**src/rtl/crg_clk_switch_ctrl.sv**
```systemverilog
`default_nettype none
// ============================================================================
// crg_clk_switch_ctrl : select sequencer for a glitch-free clk_a/clk_b mux
// Revision: 1.0
// ============================================================================
module crg_clk_switch_ctrl #(
  parameter int   SETTLE_CYC  = 16,
  parameter int   TIMEOUT_CYC = 1024,
  parameter logic RST_SEL     = 1'b0,
  parameter int   CNT_W       = 11
) (
  input  logic clk_i,
  input  logic rst_ni,
  input  logic sw_req_i,
  input  logic sw_sel_i,
  input  logic alive_a_i,
  input  logic alive_b_i,
  output logic mux_sel_o,
  output logic cur_sel_o,
  output logic busy_o,
  output logic done_o,
  output logic err_o
);

  typedef enum logic [1:0] {
    ST_IDLE   = 2'd0,
    ST_WAIT   = 2'd1,
    ST_SETTLE = 2'd2
  } state_t;

  state_t     state_q, state_d;
  logic [CNT_W-1:0] cnt_q, cnt_d;
  logic       sel_q, sel_d;
  logic       mux_sel_q, mux_sel_d;
  logic       cur_sel_q, cur_sel_d;
  logic       busy_q, busy_d;
  logic       done_q, done_d;
  logic       err_q, err_d;
  logic [1:0] alive_a_q, alive_b_q;
  logic       tgt_alive;

  always_ff @(posedge clk_i or negedge rst_ni) begin
    if (!rst_ni) begin
      alive_a_q <= 2'b00;
      alive_b_q <= 2'b00;
    end else begin
      alive_a_q <= {alive_a_q[0], alive_a_i};
      alive_b_q <= {alive_b_q[0], alive_b_i};
    end
  end

  assign tgt_alive = sel_q ? alive_b_q[1] : alive_a_q[1];

  always_ff @(posedge clk_i or negedge rst_ni) begin
    if (!rst_ni) begin
      state_q   <= ST_IDLE;
      cnt_q     <= '0;
      sel_q     <= RST_SEL;
      mux_sel_q <= RST_SEL;
      cur_sel_q <= RST_SEL;
      busy_q    <= 1'b0;
      done_q    <= 1'b0;
      err_q     <= 1'b0;
    end else begin
      state_q   <= state_d;
      cnt_q     <= cnt_d;
      sel_q     <= sel_d;
      mux_sel_q <= mux_sel_d;
      cur_sel_q <= cur_sel_d;
      busy_q    <= busy_d;
      done_q    <= done_d;
      err_q     <= err_d;
    end
  end

  always_comb begin
    state_d   = state_q;
    cnt_d     = cnt_q;
    sel_d     = sel_q;
    mux_sel_d = mux_sel_q;
    cur_sel_d = cur_sel_q;
    busy_d    = busy_q;
    done_d    = 1'b0;
    err_d     = 1'b0;
    unique case (state_q)
      ST_IDLE: begin
        if (sw_req_i) begin
          if (sw_sel_i == cur_sel_q) begin
            done_d = 1'b1;
          end else begin
            sel_d   = sw_sel_i;
            cnt_d   = '0;
            busy_d  = 1'b1;
            state_d = ST_WAIT;
          end
        end
      end
      ST_WAIT: begin
        // A target that becomes alive on the timeout cycle still wins.
        if (tgt_alive) begin
          mux_sel_d = sel_q;
          cnt_d     = '0;
          state_d   = ST_SETTLE;
        end else if (cnt_q == CNT_W'(TIMEOUT_CYC - 1)) begin
          cnt_d   = '0;
          err_d   = 1'b1;
          busy_d  = 1'b0;
          state_d = ST_IDLE;
        end else begin
          cnt_d = cnt_q + CNT_W'(1);
        end
      end
      ST_SETTLE: begin
        // The select cycle itself counts, so busy spans exactly SETTLE_CYC cycles.
        if (cnt_q == CNT_W'(SETTLE_CYC - 2)) begin
          cnt_d     = '0;
          cur_sel_d = sel_q;
          done_d    = 1'b1;
          busy_d    = 1'b0;
          state_d   = ST_IDLE;
        end else begin
          cnt_d = cnt_q + CNT_W'(1);
        end
      end
      default: begin
        state_d = ST_IDLE;
      end
    endcase
  end

  assign mux_sel_o = mux_sel_q;
  assign cur_sel_o = cur_sel_q;
  assign busy_o    = busy_q;
  assign done_o    = done_q;
  assign err_o     = err_q;

endmodule
`default_nettype wire

```
**config.mk**
```make
export PLATFORM = sky130hd
export DESIGN_NAME = crg_clk_switch_ctrl
export DESIGN_NICKNAME = d
export VERILOG_FILES = /design/src/rtl/crg_clk_switch_ctrl.sv
export SDC_FILE = /design/constraint.sdc
export NUM_CORES = 1
export LEC_CHECK = 0
export BUFFER_PORTS_ARGS = -buffer_cell sky130_fd_sc_hd__buf_2
export CORE_ASPECT_RATIO = 1.5
export CORE_UTILIZATION = 40
export CTS_BUF_LIST = sky130_fd_sc_hd__clkbuf_8
export DETAILED_ROUTE_END_ITERATION = 8
export PLACE_DENSITY = 0.66
export SLEW_MARGIN = 25
export SYNTH_ARGS = -nofsm -noshare
export SYNTH_HDL_FRONTEND = slang
export SYNTH_SLANG_ARGS = --single-unit
```
**constraint.sdc**
```tcl
create_clock -name clk_i -period 2.3 [get_ports clk_i]
set_input_delay 0.69 -clock clk_i [delete_from_list [all_inputs] [get_ports clk_i]]
set_output_delay 0.69 -clock clk_i [all_outputs]
set_load 0.02 [all_outputs]
```
==> key figures <==
Global routing
  – Largest net degree at the start of global routing: 24
  – First-pass GRT wire length: 4600 um
  – Vias in the first global route: 1034
  – Total GRT Usage: 19.0%
  – Remaining Overflow, GRT: 0
  – Initial antenna violation count: 0

Cells and area
  – Total Nets Final: 147
  – Core Util, Final: 48.1%
  – Area grow syn2layout: 13.5%
  – Antenna Cells: 0
  – Layout cells sized above 1: 26.9%

Synth
  – Post-synthesis xor/xnor area fraction: 2.13%
  – Mux cell area share after synthesis: 4.36%
  – Synth async-reset ratio: 100%
  – Main synth FF type: dfrtp_1
  – Syn Area/Cell: 10.4 um^2
  – Sequential cell area fraction in the yosys report: 46.6%
  – Syn Inst Count: 119
  – Unique masters post-synth: 33
  – Syn nets: 131
  – Compound-gate portion of the synthesized area: 17.5%
  – Number of synthesized flops with an enable pin: 0
  – FF+latch count, synth: 23
  – Post-Synth Adder-Cell Area: 6.08%
  – YS warnings: 0
  – Cell Area, Synth: 1230 um^2
  – Main combinational cell family by area after synthesis: simple AND/OR/NAND/NOR gates
  – Post-synthesis simple-gate area fraction: 21.0%

Power and ir drop
  – P_sw: 457 uW
  – Power share of the clock group: 21.6%
  – Sw frac: 38.0%
  – Pwr dens: 860 nW/um^2
  – Pint: 748 uW
  – Static leakage: 0.000657 uW
  – Peak supply drop: 0.427 mV
  – Logic pwr share: 39.3%
  – Sequential share of power: 39.1%

Critical path
  – CP endpoint: cnt_q[9]
  – Flop-to-flop setup slack: 0.14 ns
  – Critical Path RT: 2.45 ns
  – Worst reg2reg path startpoint: cnt_q[1]
  – CP Max Fanout: 8
  – CP Class: flop to flop
  – Arrival @ worst endpoint: 2.31 ns
  – Nature of the critical path endpoint: flop
  – Length in cells of the worst reg-to-reg path: 6
  – Worst reg2reg endpoint: cnt_q[9]
  – Crit. Startpoint: cnt_q[1]
  – Worst Setup Start Kind: flop

Drt
  – Via/cell ratio: 5.74
  – Via Count: 993
  – Post-route ant nets: 0
  – Post-route DRC: 0
  – Initial DRC Count: 38
  – Drt pass-1 iters: 6
  – Total wire length: 2640 um
  – Wire per inst: 15.3 um

Floorplan
  – Core area: 2910 um^2
  – DIE WIDTH: 47.4 um
  – Die footprint: 3320 um^2
  – Ports: 11
  – Row cnt: 24
  – Die Ht: 70.1 um
  – Starting Density: 42.4%

Clock tree
  – Clock Latency Late Sink: 0.27 ns
  – Hold-fix buffers, CTS: 0
  – Root buf cell: clkbuf_8
  – # H-tree levels: 1
  – CTS tree: built
  – Reg clk slew, reported paths: 0.09 ns
  – CTS Buf Count: 3
  – Max Buffers Root-to-Sink: 2
  – Clk sinks: 23

STA
  – Fin worst setup slack: 0.142 ns
  – Min cycle time layout: 2.16 ns
  – Setup TNS: 0 ns
  – Final Hold Viols: 0
  – FMAX: 463 MHz
  – Clock Skews: 0.00546 ns
  – Normalized max-slew margin: 64.4%
  – Worst Max-Slew Pin Slew: 0.528 ns
  – Max Slew Vio Count: 0
  – Crit share post-route: 93.8%
  – RSZ-0062 raised after global routing: false
  – Final setup fails: 0

Hold path
  – Worst hold path type: flop to flop

Placed design
  – GP Congestion: 0.874
  – Detailed Place HPWL: 1910 um
  – Dpl ws: 0.136 ns
  – Port bufs: 10

Run
  – Max Cap Viol: 0

Status
  – Outcome: finished clean
## power groups by stage
| stage | Sequential [uW] | Clock (uW) | Combinational (uW) |
|---|---|---|---|
| 5_1_grt | 480 | 280 | 530 |
| 4_1_cts | 472 | 266 | 472 |
| 6_report | 471 | 260 | 474 |
| 2_1_floorplan | 490 | 0 | 334 |
| 3_3_place_gp | 477 | 0 | 462 |
| 3_5_place_dp | 480 | 0 | 466 |
## cells in the mapped netlist (all sizes together) (3+ instances only)
cell	number	share of area [%]
a21oi	4	1.6
dfrtp	23	47
inv	5	1.5
a22o	5	4.1
nor2	14	4.9
o21ai	8	3.2
nand2	10	3.0
ha	6	6.1
and3	4	2.1
and4	3	2.4
nor2b	4	2.0
nand3	6	2.4
mux2	3	2.7
## critical path: stages, from the launching register on
cell and delay [ns]:
dfrtp_1 0.41, ha_1 0.22, and3_1 0.28, nand4_1 0.25, a41oi_4 0.44, nor2_4 0.11
a221o_1 0.33
## how the worst min path moves through the flow
stage                  from      endpoint  slack, ns  cells past startpoint
3_3_place_gp   alive_a_q[0]  alive_a_q[1]       0.34                      0
3_5_place_dp   alive_b_q[0]  alive_b_q[1]       0.34                      0
2_1_floorplan  alive_a_q[0]  alive_a_q[1]       0.33                      0
5_1_grt        alive_b_q[0]  alive_b_q[1]       0.37                      0
4_1_cts        alive_b_q[0]  alive_b_q[1]       0.36                      0
6_report       alive_b_q[0]  alive_b_q[1]       0.36                      0
## kinds of logic after synthesis
logic type	Yosys count
fa+ha+maj	6
flops	23
xor+xnor	3
mux	5
compound gates	27
buf+inv	7
simple gates	48
## area by class of cell
type                            instances  area [um^2]
Multi-Input combinational cell         89          637
Clock inverter                          1         7.51
Timing Repair Buffer                   13         72.6
Clock buffer                            3         41.3
Fill cell                             275         1510
Tap cell                               39         48.8
Inverter                                5         18.8
Sequential cell                        23          576
## state kept, by name, indices dropped and copies added (netlist names), 2 cells and up
name and count:
alive_a_q 2, cnt_q 11, alive_b_q 2, state_q 2
## what timing repair did
item                                    in CTS  in global routing
endpoints found under the setup margin       0                  8
setup buffers                                0                  0
resized for setup                            0                  1
## layout by cell type (no fill, tap or decap), types with 2 or more instances in the layout
cell type,count
mux2i_1,2
xnor2_1,2
and3_1,3
and4_2,3
nor2b_1,4
a21oi_1,4
o21ai_0,8
nand4_1,2
ha_1,6
nor3_1,2
buf_2,10
a22o_2,5
nor2_1,13
dfrtp_1,23
nand3_1,6
inv_1,5
clkbuf_8,3
nand2_1,10
a221o_1,2
mux2_2,3
buf_4,3
## through the flow
step	cell area [um^2]	hold slack, ns	instances	total power [uW]
6_report	1400	0.357	173	1200
5_1_grt	1400	0.365	173	1290
4_1_cts	1400	0.361	173	1210
3_5_place_dp	1350	0.341	169	946
3_3_place_gp	1350	0.335	169	939
2_1_floorplan	1230	0.331	119	824
## metal layers
layer	wire length, um	GRT usage (%)	share of wire, %	vias up
li1	-	-	-	461
met1	1090	22.0	41	493
met2	1420	32.4	54	31
met3	78	2.58	3.0	8
met4	57	8.57	2.2	0
met5	0	0	0	-
(Power assumes the default switching activity.)
